## config.mk

```make
export PLATFORM = sky130hd
export DESIGN_NAME = alu_op_sequencer
export DESIGN_NICKNAME = d
export VERILOG_FILES = /design/src/rtl/alu_pkg.sv /design/src/rtl/alu_regfile.sv /design/src/rtl/alu_op_sequencer.sv
export SDC_FILE = /design/constraint.sdc
export NUM_CORES = 1
export LEC_CHECK = 0
export CAP_MARGIN = 20
export CORE_UTILIZATION = 40
export DETAILED_ROUTE_END_ITERATION = 16
export HOLD_SLACK_MARGIN = 0.15
export PLACE_DENSITY = 0.65
export SYNTH_ARGS = -nofsm -noshare
export SYNTH_HDL_FRONTEND = slang
export SYNTH_SLANG_ARGS = --single-unit
export TNS_END_PERCENT = 10
```

## constraint.sdc

```tcl
create_clock -name clk -period 4.4 [get_ports clk]
set_input_delay 0.88 -clock clk [delete_from_list [all_inputs] [get_ports clk]]
set_output_delay 0.88 -clock clk [all_outputs]
set_load 0.02 [all_outputs]
```

## src/rtl/alu_pkg.sv

```systemverilog
// Shared ALU definitions: widths, opcodes, sequencer FSM encoding and opcode validity check.
// Used by the sequencer, its register file and the ALU model in the bench.
package alu_pkg;

    localparam int DATA_W = 8;
    localparam int OP_W   = 3;
    localparam int REG_N  = 4;
    localparam int IDX_W  = $clog2(REG_N);
    localparam int REP_W  = 4;
    localparam int CNT_W  = 16;

    localparam logic [OP_W-1:0] OP_ADD = 3'b000;
    localparam logic [OP_W-1:0] OP_SUB = 3'b001;
    localparam logic [OP_W-1:0] OP_AND = 3'b010;
    localparam logic [OP_W-1:0] OP_OR  = 3'b011;
    localparam logic [OP_W-1:0] OP_XOR = 3'b100;
    localparam logic [OP_W-1:0] OP_NOR = 3'b101;

    localparam logic [1:0] S_IDLE  = 2'd0;
    localparam logic [1:0] S_ISSUE = 2'd1;
    localparam logic [1:0] S_RESP  = 2'd2;

    function automatic logic op_is_valid(input logic [OP_W-1:0] op);
        return (op <= OP_NOR);
    endfunction

endpackage

```

## src/rtl/alu_regfile.sv

```systemverilog
// REG_N x DATA_W register file, two async read ports, one write port; zero latency reads.
// No backpressure: ALU writeback wins over an external load in the same cycle.
module alu_regfile
    import alu_pkg::*;
#(
    parameter int DW = DATA_W,
    parameter int RN = REG_N,
    parameter int IW = $clog2(RN)
) (
    input  logic          clk,
    input  logic          rst,
    input  logic [IW-1:0] rd_addr_a,
    input  logic [IW-1:0] rd_addr_b,
    output logic [DW-1:0] rd_data_a,
    output logic [DW-1:0] rd_data_b,
    input  logic          wb_en,
    input  logic [IW-1:0] wb_addr,
    input  logic [DW-1:0] wb_data,
    input  logic          ld_en,
    input  logic [IW-1:0] ld_addr,
    input  logic [DW-1:0] ld_data
);

    logic [DW-1:0] rf [RN];

    assign rd_data_a = rf[rd_addr_a];
    assign rd_data_b = rf[rd_addr_b];

    always_ff @(posedge clk or posedge rst) begin
        if (rst) begin
            for (int i = 0; i < RN; i++) begin
                rf[i] <= '0;
            end
        end else if (wb_en) begin
            rf[wb_addr] <= wb_data;
        end else if (ld_en) begin
            rf[ld_addr] <= ld_data;
        end
    end

endmodule

```

## src/rtl/alu_op_sequencer.sv

```systemverilog
// Command sequencer for an external combinational ALU; response valid cmd_rep+2 clocks after accept.
// One command in flight: cmd_ready low from accept until the response handshake completes.
module alu_op_sequencer
    import alu_pkg::*;
(
    input  logic              clk,
    input  logic              rst,
    input  logic              cmd_valid,
    output logic              cmd_ready,
    input  logic [OP_W-1:0]   cmd_op,
    input  logic [IDX_W-1:0]  cmd_rd,
    input  logic [IDX_W-1:0]  cmd_rs1,
    input  logic [IDX_W-1:0]  cmd_rs2,
    input  logic [REP_W-1:0]  cmd_rep,
    input  logic              ld_en,
    input  logic [IDX_W-1:0]  ld_addr,
    input  logic [DATA_W-1:0] ld_data,
    output logic [DATA_W-1:0] alu_a,
    output logic [DATA_W-1:0] alu_b,
    output logic [OP_W-1:0]   alu_opcode,
    input  logic [DATA_W-1:0] alu_result,
    input  logic              alu_zero,
    output logic              rsp_valid,
    input  logic              rsp_ready,
    output logic [DATA_W-1:0] rsp_data,
    output logic              rsp_zero,
    output logic              rsp_err,
    output logic [CNT_W-1:0]  op_count
);

    logic [1:0]        state;
    logic [REP_W-1:0]  rep_cnt;
    logic [IDX_W-1:0]  rd_q;
    logic [DATA_W-1:0] res_q;
    logic              zero_q;
    logic              err_q;
    logic [DATA_W-1:0] rf_a;
    logic [DATA_W-1:0] rf_b;
    logic              wb_en;
    logic              ld_gated;

    assign cmd_ready = (state == S_IDLE);
    assign wb_en     = (state == S_ISSUE);
    assign ld_gated  = ld_en && (state == S_IDLE);

    // Reads are combinational, so an accept coinciding with a load sees the old contents.
    alu_regfile #(
        .DW (DATA_W),
        .RN (REG_N)
    ) u_rf (
        .clk       (clk),
        .rst       (rst),
        .rd_addr_a (cmd_rs1),
        .rd_addr_b (cmd_rs2),
        .rd_data_a (rf_a),
        .rd_data_b (rf_b),
        .wb_en     (wb_en),
        .wb_addr   (rd_q),
        .wb_data   (alu_result),
        .ld_en     (ld_gated),
        .ld_addr   (ld_addr),
        .ld_data   (ld_data)
    );

    always_ff @(posedge clk or posedge rst) begin
        if (rst) begin
            state      <= S_IDLE;
            rep_cnt    <= '0;
            rd_q       <= '0;
            res_q      <= '0;
            zero_q     <= 1'b0;
            err_q      <= 1'b0;
            alu_a      <= '0;
            alu_b      <= '0;
            alu_opcode <= '0;
            rsp_valid  <= 1'b0;
            rsp_data   <= '0;
            rsp_zero   <= 1'b0;
            rsp_err    <= 1'b0;
            op_count   <= '0;
        end else begin
            case (state)
                S_IDLE: begin
                    if (cmd_valid) begin
                        if (op_is_valid(cmd_op)) begin
                            alu_a      <= rf_a;
                            alu_b      <= rf_b;
                            alu_opcode <= cmd_op;
                            rep_cnt    <= cmd_rep;
                            rd_q       <= cmd_rd;
                            err_q      <= 1'b0;
                            state      <= S_ISSUE;
                        end else begin
                            // Rejected opcode leaves the ALU ports and register file untouched.
                            res_q  <= '0;
                            zero_q <= 1'b1;
                            err_q  <= 1'b1;
                            state  <= S_RESP;
                        end
                    end
                end
                S_ISSUE: begin
                    res_q  <= alu_result;
                    zero_q <= alu_zero;
                    if (rep_cnt != '0) begin
                        rep_cnt <= rep_cnt - REP_W'(1);
                        alu_a   <= alu_result;
                    end else begin
                        state <= S_RESP;
                    end
                end
                S_RESP: begin
                    if (!rsp_valid) begin
                        rsp_valid <= 1'b1;
                        rsp_data  <= res_q;
                        rsp_zero  <= zero_q;
                        rsp_err   <= err_q;
                    end else if (rsp_ready) begin
                        rsp_valid <= 1'b0;
                        op_count  <= op_count + CNT_W'(1);
                        state     <= S_IDLE;
                    end
                end
                default: state <= S_IDLE;
            endcase
        end
    end

endmodule

```

==> results.txt, run 1 <==
status - complete, no violations
ant diodes - 0
DR DRC count - 0
Final TNS setup - 0 ns
Sw Ratio - 0.3754
minimum clock period - 2.703 ns
Tcrit/Tclk final - 0.6143
routability cong. - 0.8578
kind of critical path - flip-flop to primary output
Layout Area Growth over Synthesis - 27.02%
DRT antenna net count - 0
FP Rows - 39
worst-case clock buffer depth - 2
TritonCTS clock tree - done
TritonCTS Sinks - 96
Final Hold Vio Count - 0
Mapped Area - 4663 µm²
Mapped Cells - 421
CTS H-Tree Depth - 3
crit end category - primary output
Post-synth ARST share - 1.000
commonest non-fill, non-tap cell in the layout - dfrtp_1
CP arrival - 1.82 ns
Fin Hold WS - 0.4758 ns
Pre-antenna DRT Iters - 5
initial drt markers - 266
power per cell area - 692.7 nW/µm²
die area - 12,090 µm²
Avg Inst Size Synth - 11.08 µm²
MaxCap Viol Count - 0
CP max FO - 13
Min-Delay Endpoint - alu_opcode[0]
port bufs - 83
RSZ-0062 raised after global routing - no
CTS-repair resized insts - 0
yosys warns - 0
CORE AREA - 11,370 µm²
Cell variety after synth - 50
number of global-route vias before repair - 3,580
Post-CTS Setup Bufs - 0
Peak supply drop - 324.2 µV
Clock power frac - 0.194
clock latency on the worst-skew pair - 0.34 ns
largest net degree at the start of global routing - 57
hold_sp - alu_opcode[0]
chip height - 110.0 µm
die width - 110.0 µm
first-pass GRT wire length - 19,240 µm
Worst EP required - 3.52 ns
commonest cells after routing, fill and taps aside - 96 x dfrtp_1, 83 x clkdlybuf4s50_1, 57 x nand2_1, 42 x nor2_1, 35 x a21oi_1
Syn Nets - 460
Root Driver - clkbuf_16
GRT Util Overall - 0.2144
post-route cell area - 5923 µm²
number of cells on the worst hold path - 2
reg2reg setup slack - 2.09 ns
hpwl dp - 8369 µm
Clock Skews - 0.006554 ns
Worst-path clk slew - 0.07 ns
critical path startpoint category - flip-flop
Initial Util - 0.4101
wire length per cell - 18.60 µm
P_int - 2.563 mW
top achievable clock speed - 370.0 MHz
Setup Viol. Count Final - 0
Yosys reg bits - 96
Inserted Clock Buffers - 9
antenna violations before repair - 0
Psw - 1.540 mW
combinational power share - 0.421
reg-to-reg startpoint - state[1]
Reg power frac - 0.385
fraction of layout cells with a size suffix above 1 - 0.1357
final max-slew violation count - 0
register area share after synthesis - 0.5152
reg2reg end - u_rf.rf[12]
DR vias/cell - 5.651
final WL - 11,980 µm
Post-synth EDFFs - 0
leakage power - 2.467 nW
reg2reg path depth - 4
Post-CTS Hold Fix Bufs - 0
grt ovf - 0
vias - 3,639
max_slew headroom - 0.4065
fin nets - 535
worst-margin pin slew - 0.8885 ns
Hold Path Class - flip-flop to flip-flop
prevailing post-synth register cell - dfrtp_1
IO Count - 84
placed cell area - 5582 µm²
[per-stage QoR]
step	total power [mW]	setup WS (ns)	std cells	util
4_1_cts	4.122	1.681	642	0.5179
6_report	4.103	1.697	644	0.5210
5_1_grt	4.384	1.609	644	0.5210
2_1_floorplan	2.689	1.015	421	-
3_5_place_dp	3.307	1.408	626	0.4909
3_3_place_gp	3.249	1.548	626	0.4909
[worst max-delay path, stage by stage (launching register included)]
cell,delay (ns)
dfrtp_1,0.51
nor2_2,0.30
clkdlybuf4s50_1,0.66
[cell usage after synthesis, drive strengths merged (3+ instances only)]
library cell,count,share of area
and3,3,0.0040
dfrtp,96,0.52
a21oi,40,0.049
clkbuf,7,0.0056
a22o,8,0.015
a2bb2oi,16,0.030
or3b,3,0.0056
xnor2,9,0.017
xor2,7,0.013
nor2b,3,0.0040
inv,7,0.0056
nand3,8,0.0086
buf,16,0.021
o21ai,9,0.0097
mux4,16,0.077
a211oi,3,0.0048
a22oi,24,0.039
nor3,4,0.0064
nor3b,4,0.013
nand4,6,0.0094
nor2,43,0.035
nand2,58,0.047
mux2,11,0.027
[layer usage]
metal / vias up / part of all wire / track usage
met5: - / 0 / 0
met3: 21 / 0.043 / 0.03527
met4: 0 / 0.028 / 0.08571
met2: 103 / 0.45 / 0.3129
li1: 1683 / - / -
met1: 1832 / 0.48 / 0.3170
[sequential cells by signal (all words and copies together), names as in the netlist, 2 cells and up]
signal	count
alu_opcode	3
u_rf.rf	32
alu_a	8
op_count	16
rsp_data	8
res_q	8
rep_cnt	4
alu_b	8
rd_q	2
state	2
[cell families (layout without fill, tap and decap cells)]
group	after synthesis	in the layout	synth area share
mux	27	27	0.1038
compound gates	104	104	0.1551
buf+inv	30	110	0.03193
simple gates	146	146	0.1586
fa+ha+maj	2	2	0.005365
flops	96	96	0.5152
xor+xnor	16	16	0.03005
[power groups by stage]
stage	Sequential (mW)	Clock (mW)	Combinational, mW
2_1_floorplan	1.65	0	1.04
3_3_place_gp	1.56	0	1.68
3_5_place_dp	1.58	0	1.72
4_1_cts	1.57	0.815	1.73
5_1_grt	1.63	0.858	1.90
6_report	1.58	0.796	1.73
[final cells by class]
type / instances / area (µm²)
Multi-Input combinational cell: 295 / 2115
Timing Repair Buffer: 87 / 893.4
Sequential cell: 96 / 2402
Clock inverter: 6 / 67.56
Tap cell: 143 / 178.9
Clock buffer: 10 / 239.0
Fill cell: 1027 / 5446
Inverter: 7 / 27.53
[worst max-delay path by stage]
stage | from | to | slack, ns
after floorplan | rst | alu_a[0] | 1.01
after global placement | ld_addr[1] | u_rf.rf[23] | 1.55
final | state[0] | cmd_ready | 1.70
after detailed placement | ld_addr[1] | u_rf.rf[17] | 1.41
after global routing | state[0] | cmd_ready | 1.61
after CTS | state[0] | cmd_ready | 1.68
(Power assumes the default switching activity.)
==> inputs of run 2 (changes only) <==
--- a/config.mk
+++ b/config.mk
@@ -9,7 +9,7 @@
 export CORE_UTILIZATION = 40
 export DETAILED_ROUTE_END_ITERATION = 16
 export HOLD_SLACK_MARGIN = 0.15
-export PLACE_DENSITY = 0.65
+export PLACE_DENSITY = 0.67
 export SYNTH_ARGS = -nofsm -noshare
 export SYNTH_HDL_FRONTEND = slang
 export SYNTH_SLANG_ARGS = --single-unit
==> constraint.sdc (replaced) <==
create_clock -name clk -period 2.22 [get_ports clk]
set_input_delay 0.444 -clock clk [delete_from_list [all_inputs] [get_ports clk]]
set_output_delay 0.444 -clock clk [all_outputs]
set_load 0.02 [all_outputs]
==> results.txt, run 2 (same netlist as run 1, synthesis figures left out) <==
Post-CTS Hold Fix Bufs - 0
total power - 8.320 mW
worst-margin pin slew - 0.5207 ns
setup ws final - 0.1163 ns
kind of critical path - flip-flop to primary output
Pre-antenna DRT Iters - 4
Post-CTS Setup Bufs - 0
fin nets - 556
die width - 110.0 µm
max_slew headroom - 0.6518
commonest cells after routing, fill and taps aside - 96 x dfrtp_1, 83 x clkdlybuf4s50_1, 57 x nand2_1, 42 x nor2_1, 35 x a21oi_1
commonest non-fill, non-tap cell in the layout - dfrtp_1
top achievable clock speed - 475.3 MHz
FP Rows - 39
Layout Area Growth over Synthesis - 30.72%
Inserted Clock Buffers - 9
DR DRC count - 0
Setup Viol. Count Final - 0
DR vias/cell - 5.535
leakage power - 2.570 nW
ant diodes - 0
Root Driver - clkbuf_16
Final Hold Vio Count - 0
final max-slew violation count - 0
fin util - 0.5362
MaxCap Viol Count - 0
wire length per cell - 18.45 µm
number of global-route vias before repair - 3,782
Largest register FFs - 32
clock latency on the worst-skew pair - 0.34 ns
Hold Path Class - flip-flop to flip-flop
Clock Skews - 0.005943 ns
number of cells on the worst hold path - 2
CORE AREA - 11,370 µm²
largest net degree at the start of global routing - 43
antenna violations before repair - 0
hpwl dp - 8621 µm
RSZ-0062 raised after global routing - no
Initial Util - 0.4101
routability cong. - 0.8878
initial drt markers - 290
power per cell area - 1365 nW/µm²
top flop regs - u_rf.rf: 32 flops, op_count: 16 flops
CTS-repair resized insts - 0
CP arrival - 1.66 ns
crit end category - primary output
Worst EP required - 1.78 ns
critical path startpoint category - flip-flop
final WL - 12,270 µm
CP max FO - 13
CTS H-Tree Depth - 3
port bufs - 83
reg2reg path depth - 4
TritonCTS clock tree - done
TritonCTS Sinks - 96
first-pass GRT wire length - 19,670 µm
DRT antenna net count - 0
minimum clock period - 2.104 ns
Worst-path clk slew - 0.06 ns
Place WS - 0.1774 ns
IO Count - 84
grt ovf - 0
vias - 3,681
die area - 12,090 µm²
worst-case clock buffer depth - 2
largest reg by FF count - u_rf.rf
GRT Util Overall - 0.2187
fraction of layout cells with a size suffix above 1 - 0.1648
Final TNS setup - 0 ns
Peak supply drop - 649.6 µV
Tcrit/Tclk final - 0.9476
status - complete, no violations
chip height - 110.0 µm
run 2: changes by cell type in the layout (fill, tap and decap cells not counted):
cell / before / now
buf_16: 1 / 0
clkinv_4: 1 / 0
buf_4: 2 / 21
clkinv_2: 2 / 0
buf_12: 1 / 4
clkbuf_8: 1 / 2
clkbuf_1: 0 / 3
inv_6: 1 / 0
run 2: worst paths after layout:
path,start,slack (ns),to
worst max-delay path,state[0],0.12,cmd_ready
worst min-delay path,alu_b[1],0.47,alu_b[1]
worst max register to register,state[0],0.22,u_rf.rf[6]
worst min register to register,alu_b[1],0.47,alu_b[1]
max in group asynchronous,rst,1.17,alu_a[1]
min in group asynchronous,rst,0.48,alu_b[0]
run 2: where the power goes:
| group | total [mW] | internal (mW) | leakage [nW] | switching (mW) |
|---|---|---|---|---|
| sequential | 3.14 | 2.52 | 1.17 | 0.627 |
| clock | 1.58 | 0.937 | 0.143 | 0.639 |
| combinational | 3.60 | 1.80 | 1.26 | 1.80 |
| total | 8.32 | 5.25 | 2.57 | 3.07 |
run 2: cell type report:
class                           count  area (µm²)
Clock buffer                       14       264.0
Clock inverter                      2       37.54
Fill cell                         992        5274
Inverter                            7       30.03
Multi-Input combinational cell    295        2115
Sequential cell                    96        2402
Tap cell                          143       178.9
Timing Repair Buffer              108        1069
run 2: per-layer routing:
layer	vias up	global-route usage	wire, µm
met5	-	0	0
met4	0	0.09905	319
met3	23	0.04115	655
met2	108	0.3420	5774
met1	1833	0.2960	5519
li1	1717	-	-
run 2: critical path, cell delays in order (launching register included):
cell and delay (ns):
dfrtp_1 0.52, nor2_2 0.17, clkdlybuf4s50_1 0.63
run 2: through the flow:
stage | std cells | cell area [µm²] | hold slack (ns)
3_3_place_gp | 649 | 5794 | 0.4594
4_1_cts | 665 | 6096 | 0.4735
3_5_place_dp | 649 | 5794 | 0.4623
5_1_grt | 665 | 6096 | 0.5015
2_1_floorplan | 421 | 4667 | 0.4571
6_report | 665 | 6096 | 0.4709
==> inputs of run 3 (changes only) <==
--- a/config.mk
+++ b/config.mk
@@ -5,11 +5,13 @@
 export SDC_FILE = /design/constraint.sdc
 export NUM_CORES = 1
 export LEC_CHECK = 0
+export ABC_AREA = 1
 export CAP_MARGIN = 20
 export CORE_UTILIZATION = 40
 export DETAILED_ROUTE_END_ITERATION = 16
 export HOLD_SLACK_MARGIN = 0.15
 export PLACE_DENSITY = 0.67
+export SKIP_CTS_REPAIR_TIMING = 1
 export SYNTH_ARGS = -nofsm -noshare
 export SYNTH_HDL_FRONTEND = slang
 export SYNTH_SLANG_ARGS = --single-unit
==> results.txt, run 3 <==
Pre-antenna DRT Iters - 5
Clock Skews - 0.006984 ns
DRT antenna net count - 0
fin nets - 761
Tcrit/Tclk final - 0.9627
final max-slew violation count - 0
commonest non-fill, non-tap cell in the layout - nand2_1
Synth top cells by count - 155 x nand2_1, 96 x dfrtp_1, 86 x o21ai_0
worst-case clock buffer depth - 2
Yosys top cell area share - 0.4895
TritonCTS clock tree - done
CTS H-Tree Depth - 3
IO Count - 84
status - complete, no violations
Mapped Area - 4907 µm²
GRT Util Overall - 0.2324
crit end category - primary output
Worst EP required - 1.78 ns
Syn Nets - 666
hpwl dp - 10,470 µm
Post-synth EDFFs - 0
minimum clock period - 2.137 ns
Area contributors post-synth - dfrtp_1 49%, nand2_1 12%, o21ai_0 8.8%
commonest cells after routing, fill and taps aside - 155 x nand2_1, 96 x dfrtp_1, 86 x o21ai_0, 83 x clkdlybuf4s50_1, 78 x inv_1
Avg Inst Size Synth - 7.826 µm²
CP arrival - 1.69 ns
vias - 4,665
top flop regs - u_rf.rf: 32 flops, op_count: 16 flops
Inserted Clock Buffers - 9
FP Rows - 40
clock latency on the worst-skew pair - 0.35 ns
grt ovf - 0
Layout Cells excl Fill - 873
Post-synth ARST share - 1.000
Hold Path Class - input port to asynchronous set/reset pin
first-pass GRT wire length - 22,700 µm
routability cong. - 0.9162
initial drt markers - 334
reg-to-reg startpoint - state[1]
port bufs - 83
die area - 12,710 µm²
TritonCTS Sinks - 96
RSZ-0062 raised after global routing - no
chip height - 112.8 µm
fraction of layout cells with a size suffix above 1 - 0.06749
most frequent cell after synthesis - nand2_1
Initial Util - 0.4103
total power - 8.060 mW
number of global-route vias before repair - 4,480
Yosys reg bits - 96
reg2reg path depth - 8
Peak supply drop - 580.8 µV
post-route cell area - 6291 µm²
ant diodes - 0
Worst-path clk slew - 0.07 ns
wire length per cell - 15.84 µm
top achievable clock speed - 467.9 MHz
Final Hold Vio Count - 0
Cell variety after synth - 29
Sw Ratio - 0.4125
DR DRC count - 0
Largest register FFs - 32
antenna violations before repair - 0
yosys warns - 0
register area share after synthesis - 0.4895
critical path startpoint category - flip-flop
power per cell area - 1281 nW/µm²
Setup Viol. Count Final - 0
final WL - 13,830 µm
Root Driver - clkbuf_16
DR vias/cell - 5.344
Reg power frac - 0.374
die width - 112.8 µm
reg2reg end - u_rf.rf[6]
combinational power share - 0.431
Mapped Cells - 627
P_int - 4.735 mW
reg2reg setup slack - 0.40 ns
dominant cell type by area after synthesis - dfrtp_1
largest reg by FF count - u_rf.rf
worst-margin pin slew - 0.6568 ns
placed cell area - 5996 µm²
kind of critical path - flip-flop to primary output
largest net degree at the start of global routing - 34
Clock power frac - 0.195
MaxCap Viol Count - 0
dpl cells - 858
leakage power - 2.921 nW
max_slew headroom - 0.5608
prevailing post-synth register cell - dfrtp_1
Layout Area Growth over Synthesis - 28.20%
CP max FO - 5
Psw - 3.325 mW
Final TNS setup - 0 ns
CORE AREA - 11,960 µm²
## run 3: per-layer routing
layer	up-vias	track usage	part of all wire
met2	196	0.3547	0.46
met4	0	0.09689	0.022
met1	2212	0.3183	0.45
li1	2234	-	-
met3	23	0.05517	0.072
met5	-	0	0
## run 3: worst max-delay path by stage
stage,startpoint,to,slack (ns),cells after the start
global route,state[0],cmd_ready,0.02,2
finish,state[0],cmd_ready,0.08,2
global placement,rsp_ready,op_count[13],0.24,8
CTS,state[0],cmd_ready,0.07,2
detailed placement,rsp_ready,op_count[13],0.21,8
floorplan,rst,alu_a[0],0.64,1
## run 3: logic make-up (layout without fill, tap and decap cells)
logic type	count (synthesis)	count (layout)	share of synthesized area
xor gates and xnor gates	10	10	0.01785
AOI/OAI and AO/OA	159	159	0.1907
muxes	1	1	0.002295
and+or+nand+nor	258	258	0.2096
DFF	96	96	0.4895
buffers and inverters	101	200	0.08490
adders and majority gates	2	2	0.005099
## run 3: cell type report
type	count	area (µm²)
fillers	1129	5670
flip-flops and latches	96	2402
multi-input cells	430	2088
repair buffers	104	1013
inverters	81	307.8
clock buffers	11	242.7
well taps	147	183.9
clock inverters	4	52.55
## run 3: per-stage QoR
step                      hold slack [ns]    util  setup WS [ns]
after global placement             0.4617  0.5013         0.2416
after detailed placement           0.4662  0.5013         0.2054
after floorplan                    0.4530       -         0.6423
after CTS                          0.4840  0.5259        0.07135
after global routing               0.5105  0.5259        0.02459
final                              0.4779  0.5259        0.08282
## run 3: power by group through the flow
stage	registers (mW)	clock network [mW]	logic (mW)
3_5_place_dp	3.03	0	3.46
5_1_grt	3.09	1.68	3.87
4_1_cts	3.00	1.61	3.48
3_3_place_gp	3.01	0	3.40
6_report	3.01	1.57	3.47
2_1_floorplan	3.26	0	1.78
## run 3: critical path, stage by stage, from the launching register on
cell             delay (ns)
dfrtp_1                0.41
nor2_2                 0.27
clkdlybuf4s50_1        0.66
